[config.mk]
export PLATFORM = sky130hd
export DESIGN_NAME = backlight_zone_tx
export DESIGN_NICKNAME = d
export VERILOG_FILES = /design/src/rtl/bl_pkg.sv /design/src/rtl/bl_sclk_div.sv /design/src/rtl/backlight_zone_tx.sv
export SDC_FILE = /design/constraint.sdc
export NUM_CORES = 1
export LEC_CHECK = 0
export CAP_MARGIN = 5
export CORE_UTILIZATION = 54
export DETAILED_ROUTE_END_ITERATION = 16
export HOLD_SLACK_MARGIN = 0.1
export PLACE_DENSITY = 0.77
export SLEW_MARGIN = 25
export SYNTH_ARGS = -nofsm -noshare
export SYNTH_HDL_FRONTEND = slang
export SYNTH_SLANG_ARGS = --single-unit
[constraint.sdc]
create_clock -name iODCK -period 2.3 [get_ports iODCK]
set_clock_uncertainty 0.1 [all_clocks]
set_input_delay 0.46 -clock iODCK [delete_from_list [all_inputs] [get_ports iODCK]]
set_output_delay 0.46 -clock iODCK [all_outputs]
set_load 0.02 [all_outputs]
[src/rtl/bl_pkg.sv]
// ============================================================================
// Package     : bl_pkg
// Description : Shared types and constants for the backlight zone transmitter.
//               Build option BL_PARITY_EN appends an even-parity bit to every
//               zone word.
// Revision    : 1.0 - initial release
// ============================================================================
`default_nettype none

package bl_pkg;

  // Transmitter FSM states
  typedef enum logic [2:0] {
    IDLE  = 3'd0,
    WAIT  = 3'd1,
    SHIFT = 3'd2,
    LATCH = 3'd3,
    DONE  = 3'd4
  } bl_state_e;

  localparam int BL_WORD_W = 8;

`ifdef BL_PARITY_EN
  localparam int BL_BITS_PER_WORD = 9;
`else
  localparam int BL_BITS_PER_WORD = 8;
`endif

  // Bit counter must reach BL_BITS_PER_WORD (up to 9), so 4 bits.
  localparam int BL_BIT_CNT_W = 4;

  localparam int BL_ZONES_DEF   = 16;
  localparam int BL_CLK_DIV_DEF = 4;

  // Even parity: XOR of all data bits.
  function automatic logic bl_even_parity(input logic [BL_WORD_W-1:0] d);
    return ^d;
  endfunction

endpackage : bl_pkg

`default_nettype wire

[src/rtl/bl_sclk_div.sv]
// ============================================================================
// Module      : bl_sclk_div
// Description : SCLK divider. Each SCLK phase lasts CLK_DIV clock cycles;
//               produces the SCLK level plus one-cycle rise/fall ticks that
//               mark the edge on which the level will change. Held cleared
//               (SCLK low) whenever not enabled.
// Revision    : 1.0 - initial release
// ============================================================================
`default_nettype none

module bl_sclk_div
  import bl_pkg::*;
#(
  parameter int CLK_DIV = BL_CLK_DIV_DEF
) (
  input  logic iODCK,
  input  logic iRST,
  input  logic en_i,
  output logic sclk_o,
  output logic rise_o,
  output logic fall_o
);

  localparam int            CW     = (CLK_DIV > 1) ? $clog2(CLK_DIV) : 1;
  localparam logic [CW-1:0] C_LAST = CW'(CLK_DIV - 1);

  logic [CW-1:0] cnt_q;
  logic          sclk_q;
  logic          last_w;

  assign last_w = (cnt_q == C_LAST);
  assign rise_o = en_i & ~sclk_q & last_w;
  assign fall_o = en_i &  sclk_q & last_w;
  assign sclk_o = sclk_q;

  // Phase counter 0..CLK_DIV-1; SCLK toggles each time it wraps
  always_ff @(posedge iODCK or negedge iRST) begin
    if (!iRST) begin
      cnt_q  <= '0;
      sclk_q <= 1'b0;
    end else if (!en_i) begin
      cnt_q  <= '0;
      sclk_q <= 1'b0;
    end else if (last_w) begin
      cnt_q  <= '0;
      sclk_q <= ~sclk_q;
    end else begin
      cnt_q  <= cnt_q + CW'(1);
    end
  end

endmodule : bl_sclk_div

`default_nettype wire

[src/rtl/backlight_zone_tx.sv]
// ============================================================================
// Module      : backlight_zone_tx
// Description : Serialises ZONES 8-bit zone values MSB-first over an
//               SCLK/SDO/LATCH link to the LED backlight driver, then strobes
//               LATCH so all zones update together.
//               Build option BL_PARITY_EN: 9th even-parity bit per word.
// Revision    : 1.0 - initial release
// ============================================================================
`default_nettype none

module backlight_zone_tx
  import bl_pkg::*;
#(
  parameter int ZONES   = BL_ZONES_DEF,
  parameter int CLK_DIV = BL_CLK_DIV_DEF
) (
  input  logic                 iODCK,
  input  logic                 iRST,
  input  logic                 iFrameStart,
  input  logic [BL_WORD_W-1:0] iBlockData,
  input  logic                 iBlockValid,
  output logic                 oBlockReady,
  output logic                 oSCLK,
  output logic                 oSDO,
  output logic                 oLATCH,
  output logic                 oBusy,
  output logic                 oFrameDone,
  output logic                 oOverrun
);

  localparam int BW = BL_BITS_PER_WORD;
  localparam int ZW = $clog2(ZONES + 1);
  localparam int LW = (CLK_DIV > 1) ? $clog2(CLK_DIV) : 1;

  localparam logic [BL_BIT_CNT_W-1:0] C_BIT_LAST = BL_BIT_CNT_W'(BW);
  localparam logic [ZW-1:0]           C_ZONES    = ZW'(ZONES);
  localparam logic [LW-1:0]           C_LAT_LAST = LW'(CLK_DIV - 1);

  bl_state_e               state_q;
  logic [BW-1:0]           sr_q;
  logic [BL_BIT_CNT_W-1:0] bit_cnt_q;
  logic [ZW-1:0]           zone_cnt_q;
  logic [ZW-1:0]           zone_cnt_d;
  logic [LW-1:0]           lat_cnt_q;
  logic                    ready_q;
  logic                    busy_q;
  logic                    latch_q;
  logic                    done_q;
  logic                    ovr_q;
  logic [BW-1:0]           load_d;
  logic                    div_en_w;
  logic                    sclk_w;
  logic                    rise_w;
  logic                    fall_w;

`ifdef BL_PARITY_EN
  assign load_d = {iBlockData, bl_even_parity(iBlockData)};
`else
  assign load_d = iBlockData;
`endif

  assign zone_cnt_d = zone_cnt_q + ZW'(1);
  assign div_en_w   = (state_q == SHIFT);

  bl_sclk_div #(
    .CLK_DIV (CLK_DIV)
  ) u_sclk_div (
    .iODCK  (iODCK),
    .iRST   (iRST),
    .en_i   (div_en_w),
    .sclk_o (sclk_w),
    .rise_o (rise_w),
    .fall_o (fall_w)
  );

  // SDO is the shift-register MSB; the last bit of a word is not shifted out
  // so SDO keeps its value through WAIT/LATCH.
  assign oSCLK       = sclk_w;
  assign oSDO        = sr_q[BW-1];
  assign oBlockReady = ready_q;
  assign oBusy       = busy_q;
  assign oLATCH      = latch_q;
  assign oFrameDone  = done_q;
  assign oOverrun    = ovr_q;

  // Frame FSM with shift register, counters and registered status outputs
  always_ff @(posedge iODCK or negedge iRST) begin
    if (!iRST) begin
      state_q    <= IDLE;
      sr_q       <= '0;
      bit_cnt_q  <= '0;
      zone_cnt_q <= '0;
      lat_cnt_q  <= '0;
      ready_q    <= 1'b0;
      busy_q     <= 1'b0;
      latch_q    <= 1'b0;
      done_q     <= 1'b0;
      ovr_q      <= 1'b0;
    end else begin
      if (iFrameStart && (state_q != IDLE)) begin
        ovr_q <= 1'b1;
      end
      case (state_q)
        IDLE: begin
          if (iFrameStart) begin
            state_q    <= WAIT;
            ready_q    <= 1'b1;
            busy_q     <= 1'b1;
            ovr_q      <= 1'b0;
            zone_cnt_q <= '0;
          end
        end
        WAIT: begin
          if (iBlockValid && ready_q) begin
            sr_q      <= load_d;
            bit_cnt_q <= '0;
            ready_q   <= 1'b0;
            state_q   <= SHIFT;
          end
        end
        SHIFT: begin
          // bit_cnt counts delivered rising edges; a fall with all bits
          // delivered closes the word.
          if (rise_w) begin
            bit_cnt_q <= bit_cnt_q + BL_BIT_CNT_W'(1);
          end
          if (fall_w) begin
            if (bit_cnt_q == C_BIT_LAST) begin
              zone_cnt_q <= zone_cnt_d;
              if (zone_cnt_d == C_ZONES) begin
                state_q   <= LATCH;
                latch_q   <= 1'b1;
                lat_cnt_q <= '0;
              end else begin
                state_q <= WAIT;
                ready_q <= 1'b1;
              end
            end else begin
              sr_q <= {sr_q[BW-2:0], 1'b0};
            end
          end
        end
        LATCH: begin
          if (lat_cnt_q == C_LAT_LAST) begin
            latch_q <= 1'b0;
            done_q  <= 1'b1;
            state_q <= DONE;
          end else begin
            lat_cnt_q <= lat_cnt_q + LW'(1);
          end
        end
        DONE: begin
          done_q  <= 1'b0;
          busy_q  <= 1'b0;
          state_q <= IDLE;
        end
        default: begin
          state_q <= IDLE;
        end
      endcase
    end
  end

endmodule : backlight_zone_tx

`default_nettype wire
* Word-level counts from Yosys, hierarchy flattened
Index checks and enable logic that the tools add are counted.
Storage, ports and cells: input bits 12, register bits after elaboration 30, output and inout port bits 7, logic and storage cells 103
Operators by class: bitwise logic cells 5, $add $sub $neg 4, equality and inequality tests 19, multiplexer cells 44, reductions and logical operators 19
Operator list (count):
- 8-bit 2-to-1 mux | 3
- 2-bit != test (second input constant) | 11
- 8-bit one-hot mux with 2 select lines | 1
- 1-bit 2-to-1 mux | 15
- 3-bit 2-to-1 mux | 5
- 5-bit 2-to-1 mux | 3
- 5-bit AND reduction | 3
- 2-bit 2-to-1 mux | 7
- 3-bit one-hot mux with 4 select lines | 1
- 5-bit one-hot mux with 2 select lines | 1
- 2-bit nonzero test | 5
- 4-bit 2-to-1 mux | 2
- 4-bit one-hot mux with 2 select lines | 1
- 4-bit AND reduction | 2
- 3-bit by 2-bit equality test with 1-bit output (second input constant) | 2
- 1-bit one-hot mux with 2 select lines | 3
- 6-bit AND reduction | 1
- 3-bit nonzero test | 2
- 5-bit by 1-bit adder with 5-bit output (second input constant) | 1
- 5-bit equality test (second input constant) | 1
- 2-bit by 1-bit adder with 2-bit output (second input constant) | 2
- 4-bit by 1-bit adder with 4-bit output (second input constant) | 1
- 1-bit AND | 4
- 2-bit equality test (second input constant) | 2
- 10 further kinds | 12

* Logic depth before layout (Yosys ltp)
Gate-level depths: netlist of run 1.
depth after elaboration 6, gate-level depth with buffers 8, mapped depth without buffers 7

* Hierarchy
A second synthesis of run 1 with hierarchy kept.
Unflattened totals: cell total of the unflattened synthesis 151, area total of the unflattened synthesis 1503.9 um2
Modules (own cells, without submodules):
- backlight_zone_tx | area each 1372.6 um2, seq. area each 675.6 um2, cells an instance 140, instances 1
- bl_sclk_div | area each 131.4 um2, seq. area each 75.1 um2, cells an instance 11, instances 1

* Least setup slack after synthesis of run 1
No wires, ideal clock.
path kind flip-flop to flip-flop, from register zone_cnt_q[0], to register lat_cnt_q[0], cell stages (with the launch flop) 7, library setup time 0.125 ns, period minus slack after synthesis 2.001 ns, arrival time 1.776 ns, path buffers 0, path slack 0.299 ns, cells stage by stage dfrtp_1 > ha_1 > nand3_2 > or4b_1 > o22ai_2 > a21oi_2 > mux2_4
Between the ends: word-level cells in the longest chain between the ends 4
Ends and longest elaborated chain:
- from (decl) | RTL line backlight_zone_tx.sv:42 | logic [ZW-1:0] zone_cnt_q;
- from (signal assigned) | RTL line backlight_zone_tx.sv:129 | zone_cnt_q <= zone_cnt_d;
- 5-bit by 1-bit adder with 5-bit output | RTL line backlight_zone_tx.sv:62 | assign zone_cnt_d = zone_cnt_q + ZW'(1);
- 5-bit equality test | RTL line backlight_zone_tx.sv:130 | if (zone_cnt_d == C_ZONES) begin
- 2-bit != test (no line)
- 5-bit AND reduction (no line)
- to (signal assigned) | RTL line backlight_zone_tx.sv:149 | lat_cnt_q <= lat_cnt_q + LW'(1);
- to (decl) | RTL line backlight_zone_tx.sv:44 | logic [LW-1:0] lat_cnt_q;
Every way passes these cells. A chain may end at the register's enable or synchronous reset.

* Worst setup path after layout of run 1
Ends and elaborated chain as after synthesis.

==> metrics.md, run 1 <==
| Metric | Value |
|---|---|
| Internal power | `0.000692 W` |
| Die W | `~56 um` |
| Synth Area in Simple Gates | `22.2%` |
| # resized after CTS | `0` |
| Clock power frac | `38.2%` |
| Setup_tns | `0 ns` |
| RSZ-0062 raised after global routing | `no` |
| Flop pwr share | `58.3%` |
| Buf/Inv on CP | `0` |
| # Post-CTS Setup Buffers | `0` |
| Adder-Cell Fraction of Synth Area | `4.83%` |
| Switching power total | `0.000212 W` |
| Mapped cell area | `approximately 1600 um^2` |
| Critical path depth | `6` |
| I/O Buffers | `18` |
| Post-Synthesis Mean Instance Area | `9.47 um^2` |
| 1st-iter DRT viols | `44` |
| Net count after synthesis | `182` |
| Crit path time final | `2.15 ns` |
| Nets | `206` |
| DRC | `0` |
| Worst R2R Start | `zone_cnt_q[0]$_DFFE_PN0P_` |
| First-pass GRT wire length | `5.29 mm` |
| Worst Hold Launch | `u_sclk_div.cnt_q[0]$_DFF_PN0_` |
| Top cell type's share of synthesized area | `48.3%` |
| Final Max Tran Viols | `0` |
| Final WL | `2.91 mm` |
| Worst skew pair latency | `0.34 ns` |
| Dpl cells | `212` |
| Io pins | `19` |
| Initial Utilization | `approximately 57%` |
| Fillers | `216` |
| Total GRT Usage | `22.1%` |
| Drt via density | `5.54` |
| PwrDens | `between 400 and 500 nW/um^2` |
| Grt total ovfl | `0` |
| Layout cells sized above 1 | `around an eighth` |
| Worst Setup End Kind | `register` |
| Post-Syn Instances | `164` |
| Worst EP required | `2.43 ns` |
| Seq/Total Area, Yosys | `48.3%` |
| CP max stage delay | `0.53 ns` |
| Worst relative slew slack | `72.2%` |
| Crit Path Class | `register to register` |
| Flops & latches, synth | `30` |
| Bufs on Longest Clock Path | `2` |
| Sw frac | `23.5%` |
| Sinks on Clock Net | `30` |
| Worst path slowest cell | `or4b_1` |
| Final Hold Fails | `0` |
| CP arrival | `2.28 ns` |
| Worst-path cell chain | `ha_1, nand3_2, or4b_1, o22ai_2, a21oi_2, mux2_4` |
| Layout Cells excl Fill | `220` |
| Status | `finished clean` |
| Compound-Gate Fraction of Synth Area | `15.7%` |
| Hold_ws | `0.360 ns` |
| Synth area leader | `dfrtp_1` |
| R2r setup slk | `0.15 ns` |
| Antenna violations before repair | `0` |
| Largest family of logic cells by synthesized area | `simple AND/OR/NAND/NOR gates` |
| Combinational Power Share | `3.5%` |
| Yosys warns | `0` |
| Largest net degree at the start of global routing | `31` |
| Max Clk Rate | `465 MHz` |
| Hpwl dp | `2.06 mm` |
| TritonCTS Buffers | `5` |
| Via count | `approximately 1,200` |
| CP delay by family, top | `simple AND/OR/NAND/NOR gates` |
| Leakage | `0.807 nW` |
| Final ANT Viol Nets | `0` |
| Ant. Diodes | `0` |
| Post-synthesis mux area share | `between 1.5 and 2%` |
| Reg2reg end | `lat_cnt_q[0]$_DFFE_PN0P_` |
| Number of detailed-route iterations in the first pass | `4` |
| Worst R2R Path Depth | `6` |
| Area Growth Syn to Fin | `18.0%` |
| Area contributors post-synth | `dfrtp_1 (48%), nand2_1 (6.5%), a31oi_1 (4.8%), ha_1 (4.8%), nor2_1 (4.6%)` |
| Worst vdd ir | `465 uV` |
| Die area | `3090 um^2` |
| H-tree depth | `2` |
| Period utilization | `93.5%` |
| Reported max-cap violation count | `0` |
| Final Wtd Congestion | `0.898` |
| Die height | `55.6 um` |
| Slew @ Worst Pin | `about 0.42 ns` |
| Avg WL per Cell | `13.2 um` |
| CTS Hold Buffers Added | `0` |
| CP Max Fanout | `6` |
| Startpoint Class | `register` |
| Distinct cells, synth | `37` |
| HP Class | `register to register` |
| XOR/XNOR Fraction of Synth Area | `under 10%` |
| CTS tree | `done` |
| Worst hold endpoint | `u_sclk_div.cnt_q[0]$_DFF_PN0_` |
| Vias in the first global route | `1,216` |
| CTS root buf | `clkbuf_4` |
| Core Footprint | `around 2700 um^2` |
| Final setup fails | `0` |
| Reg clk slew, reported paths | `about 0.10 ns` |
| Hold Crit Depth | `1` |
| Rows | `19` |
==> registers in the layout, indices dropped and copies added (netlist names), named ones only <==
name / flops
oBusy: 1
zone_cnt_q: 5
oBlockReady: 1
lat_cnt_q: 2
bit_cnt_q: 4
u_sclk_div.sclk_o: 1
oFrameDone: 1
state_q: 3
oLATCH: 1
u_sclk_div.cnt_q: 2
sr_q: 8
==> cell type report <==
| class | instances | area, um^2 | area share (%) |
|---|---|---|---|
| repair buffers | 23 | 218 | 11.9 |
| multi-input cells | 118 | 723 | 39.5 |
| flip-flops and latches | 30 | 751 | 41.0 |
| well taps | 31 | 38.8 | 2.12 |
| clock inverters | 2 | 12.5 | 0.683 |
| clock buffers | 6 | 51.3 | 2.80 |
| inverters | 10 | 37.5 | 2.05 |
==> Yosys cell counts (all sizes together) <==
cell type and instances:
xnor2 2, inv 10, or4 1, xor2 2, nor3b 2, nor3 2, nand2 27, nor2 19
a21oi 9, nor2b 1, o211ai 1, ha 6, buf 6, o22ai 1, and4 1, a21o 1
or3b 1, a22oi 1, o21ai 7, o2bb2ai 2, a31oi 12, or4b 1, and2 3, nor4 1
nand3 5, mux2i 1, mux2 1, nand2b 2, o31ai 3, dfrtp 30, nand4 3
==> power groups by stage <==
stage	logic [W]	clock network, W	registers [W]
finish	0.0000315	0.000345	0.000527
global route	0.0000355	0.000378	0.000527
CTS	0.0000326	0.000364	0.000527
detailed placement	0.0000324	0	0.000537
global placement	0.0000316	0	0.000537
floorplan	0.000000592	0	0.000538
==> logic make-up after synthesis <==
group	count (synthesis)
and+or+nand+nor	69
AOI/OAI and AO/OA	37
DFF	30
buffers and inverters	16
adders and majority gates	6
xor gates and xnor gates	4
muxes	2
==> layout by cell type, fill, tap and decap left out, types with 2 or more instances in the layout <==
master / count
dfrtp_1: 30
nand2_1: 27
nor2_1: 19
clkdlybuf4s50_1: 18
a31oi_1: 12
inv_1: 10
a21oi_1: 8
o21ai_0: 7
ha_1: 6
clkbuf_4: 5
buf_4: 5
nand3_1: 4
and2_1: 3
nand4_1: 3
nor3_1: 2
o2bb2ai_1: 2
nand2b_1: 2
o31ai_1: 2
xnor2_1: 2
xor2_1: 2
==> layer usage <==
metal / track usage (%) / up-vias / part of all wire, %
li1: - / 617 / -
met2: 35.8 / 21 / 47
met5: 0 / - / 0
met3: 6.74 / 4 / 4.2
met1: 27.6 / 576 / 47
met4: 8.93 / 0 / 1.6
==> through the flow <==
step           total power [W]  utilization (%)  area, um^2  worst slack, ns
5_1_grt               0.000941             67.0        1830           0.0164
3_3_place_gp          0.000569             64.7        1770            0.174
3_5_place_dp          0.000570             64.7        1770            0.156
2_1_floorplan         0.000538                -        1550            0.299
6_report              0.000904             67.0        1830            0.150
4_1_cts               0.000924             67.0        1830            0.146
==> worst max-delay path by stage <==
| stage | startpoint | end | slack, ns |
|---|---|---|---|
| 6_report | zone_cnt_q[0]$_DFFE_PN0P_ | lat_cnt_q[0]$_DFFE_PN0P_ | 0.15 |
| 4_1_cts | zone_cnt_q[0]$_DFFE_PN0P_ | lat_cnt_q[0]$_DFFE_PN0P_ | 0.15 |
| 3_3_place_gp | iBlockValid | zone_cnt_q[4]$_DFFE_PN0P_ | 0.17 |
| 3_5_place_dp | iBlockValid | zone_cnt_q[4]$_DFFE_PN0P_ | 0.16 |
| 5_1_grt | zone_cnt_q[0]$_DFFE_PN0P_ | lat_cnt_q[0]$_DFFE_PN0P_ | 0.02 |
| 2_1_floorplan | zone_cnt_q[0]$_DFFE_PN0P_ | lat_cnt_q[0]$_DFFE_PN0P_ | 0.30 |
Note: power is estimated with default switching activity, not from simulation.
==> inputs of run 2 (changes only) <==
--- a/config.mk
+++ b/config.mk
@@ -8,7 +8,7 @@
 export CAP_MARGIN = 5
 export CORE_UTILIZATION = 54
 export DETAILED_ROUTE_END_ITERATION = 16
-export HOLD_SLACK_MARGIN = 0.1
+export HOLD_SLACK_MARGIN = 0.12
 export PLACE_DENSITY = 0.77
 export SLEW_MARGIN = 25
 export SYNTH_ARGS = -nofsm -noshare
==> results of run 2 <==
Same layout as run 1: the final DEF is identical, and so are final timing and power.
==> inputs of run 3 (changes only) <==
--- a/config.mk
+++ b/config.mk
@@ -6,11 +6,12 @@
 export NUM_CORES = 1
 export LEC_CHECK = 0
 export CAP_MARGIN = 5
+export CORE_MARGIN = 5
 export CORE_UTILIZATION = 54
 export DETAILED_ROUTE_END_ITERATION = 16
 export HOLD_SLACK_MARGIN = 0.12
 export PLACE_DENSITY = 0.77
-export SLEW_MARGIN = 25
+export SLEW_MARGIN = 20
 export SYNTH_ARGS = -nofsm -noshare
 export SYNTH_HDL_FRONTEND = slang
 export SYNTH_SLANG_ARGS = --single-unit
==> metrics.md, run 3 (same netlist as run 1, synthesis figures left out) <==
| Metric | Value |
|---|---|
| Post-layout util | `66.7% (-0.31 points)` |
| Internal power | `0.000692 W (about the same)` |
| Ant. Diodes | `0 (unchanged)` |
| H-tree depth | `2 (unchanged)` |
| Die W | `63.6 um (+14%)` |
| HP Class | `register to register` |
| Final WL | `3.12 mm (+7.1%)` |
| Largest net degree at the start of global routing | `31 (unchanged)` |
| Max Clk Rate | `464 MHz (-0.31%)` |
| Worst EP required | `2.42 ns (about the same)` |
| Worst relative slew slack | `75.0% (+2.8 points)` |
| Sw frac | `22.7% (-0.73 points)` |
| Io pins | `19 (unchanged)` |
| Worst-path cell chain | `ha_1, nand3_2, or4b_1, o22ai_2, a21oi_2, mux2_4` |
| Nets | `207 (+0.49%)` |
| Combinational Power Share | `3.5% (about the same)` |
| Largest regs | `sr_q: 8 flops, zone_cnt_q: 5 flops, bit_cnt_q: 4 flops` |
| Switching power total | `0.000204 W (-4.0%)` |
| Worst path slowest cell | `or4b_1` |
| Rows | `19 (unchanged)` |
| CTS root buf | `clkbuf_4` |
| # resized after CTS | `0 (unchanged)` |
| Final ANT Viol Nets | `0 (unchanged)` |
| DRC | `0 (unchanged)` |
| Status | `finished clean` |
| Design area | `1840 um^2 (+0.41%)` |
| Bufs on Longest Clock Path | `2 (unchanged)` |
| Sinks on Clock Net | `30 (unchanged)` |
| Largest Register | `sr_q` |
| Final Max Tran Viols | `0 (unchanged)` |
| Number of detailed-route iterations in the first pass | `4 (unchanged)` |
| PnR worst setup slack | `0.143 ns (-0.00672 ns)` |
| Reported max-cap violation count | `0 (unchanged)` |
| First-pass GRT wire length | `5.36 mm (+1.4%)` |
| Crit path time final | `2.16 ns (+0.00672 ns)` |
| CP delay by family, top | `simple AND/OR/NAND/NOR gates` |
| Hpwl dp | `2.25 mm (+9.1%)` |
| CP arrival | `2.28 ns (about the same)` |
| Vias in the first global route | `1,225 (+0.74%)` |
| Layout cells sized above 1 | `12.1% (+0.47 points)` |
| Final Hold Fails | `0 (unchanged)` |
| Core Footprint | `2760 um^2 (+0.87%)` |
| RSZ-0062 raised after global routing | `no` |
| Largest register FFs | `8 (unchanged)` |
| Worst Setup End Kind | `register` |
| Pre-CTS setup slack | `0.110 ns (-0.0452 ns)` |
| Antenna violations before repair | `0 (unchanged)` |
| CP max stage delay | `0.53 ns (about the same)` |
| PwrDens | `487 nW/um^2 (-1.3%)` |
| Worst skew pair latency | `0.33 ns (about the same)` |
| Reg clk slew, reported paths | `0.11 ns (about the same)` |
| # Post-CTS Setup Buffers | `0 (unchanged)` |
| Area Growth Syn to Fin | `18.5%` |
| Total GRT Usage | `16.7% (-5.4 points)` |
| Via count | `1,273 (+4.5%)` |
| Leakage | `0.813 nW (+0.68%)` |
| Startpoint Class | `register` |
| Flop pwr share | `58.9% (+0.6 points)` |
| Area after DPL | `1780 um^2 (+0.42%)` |
| Slew @ Worst Pin | `0.373 ns (-0.0436 ns)` |
| Most common cell after layout, fill and taps aside | `dfrtp_1` |
| CTS Hold Buffers Added | `0 (unchanged)` |
| CP Max Fanout | `6 (unchanged)` |
| Layout Cells excl Fill | `221 (+0.45%)` |
| Final Wtd Congestion | `0.928 (+3.3%)` |
| Period utilization | `93.8% (+0.29 points)` |
| Most frequent cells in the layout | `dfrtp_1 (30), nand2_1 (27), nor2_1 (19), clkdlybuf4s50_1 (18), a31oi_1 (12)` |
| Grt total ovfl | `0 (unchanged)` |
| Initial Utilization | `56.3% (-0.49 points)` |
| Buf/Inv on CP | `0 (unchanged)` |
| Crit Path Class | `register to register` |
| Setup_tns | `0 ns (unchanged)` |
| Final setup fails | `0 (unchanged)` |
| Dpl cells | `213 (+0.47%)` |
| Die height | `63.6 um (+14%)` |
| I/O Buffers | `18 (unchanged)` |
| Worst vdd ir | `461 uV (-0.90%)` |
| Clock power frac | `37.6% (-0.6 points)` |
| CTS tree | `done` |
| Die area | `4050 um^2 (+31%)` |
| 1st-iter DRT viols | `63 (+43%)` |
| Avg WL per Cell | `14.1 um (+6.6%)` |
| TritonCTS Buffers | `5 (unchanged)` |
| Drt via density | `5.76 (+4.0%)` |
run 3: cell count changes in the layout (fill, tap and decap cells not counted), sizes merged:
cell / previous run / this run
buf: 5 / 6
run 3: final timing paths:
check / cells after the start / slack, ns / to / from
min in group asynchronous: 2 / 0.40 / zone_cnt_q[4]$_DFFE_PN0P_ / iRST
hold / removal: 1 / 0.36 / u_sclk_div.cnt_q[0]$_DFF_PN0_ / u_sclk_div.cnt_q[0]$_DFF_PN0_
setup / recovery: 6 / 0.14 / lat_cnt_q[0]$_DFFE_PN0P_ / zone_cnt_q[0]$_DFFE_PN0P_
hold reg to reg: 1 / 0.36 / u_sclk_div.cnt_q[0]$_DFF_PN0_ / u_sclk_div.cnt_q[0]$_DFF_PN0_
max in group asynchronous: 2 / 1.42 / state_q[0]$_DFFE_PN0P_ / iRST
setup reg to reg: 6 / 0.14 / lat_cnt_q[0]$_DFFE_PN0P_ / zone_cnt_q[0]$_DFFE_PN0P_
run 3: routing by layer:
metal  track usage, %  vias up  wire, um
met5                0        -         0
met4             8.83        0        87
met3             4.97       10       126
met2             26.8       28      1540
met1             19.9      611      1370
li1                 -      624         -
run 3: power by group through the flow:
stage	logic (W)	clock network [W]	registers, W
4_1_cts	0.0000324	0.000342	0.000527
3_3_place_gp	0.0000316	0	0.000537
6_report	0.0000316	0.000337	0.000527
5_1_grt	0.0000349	0.000375	0.000527
3_5_place_dp	0.0000322	0	0.000537
2_1_floorplan	0.000000592	0	0.000538
run 3: final cells by class:
cell class / count / area [um^2]
clock buffer: 6 / 51.3
clock inverter: 2 / 12.5
fill: 222 / 918
inverter: 10 / 37.5
multi-input combinational: 118 / 723
sequential: 30 / 751
tap: 31 / 38.8
timing repair buffer: 24 / 225
run 3: metrics by stage:
| stage | total power [W] | hold WS [ns] |
|---|---|---|
| global route | 0.000937 | 0.370 |
| finish | 0.000895 | 0.359 |
| floorplan | 0.000538 | 0.0644 |
| detailed placement | 0.000570 | 0.340 |
| CTS | 0.000902 | 0.355 |
| global placement | 0.000569 | 0.326 |
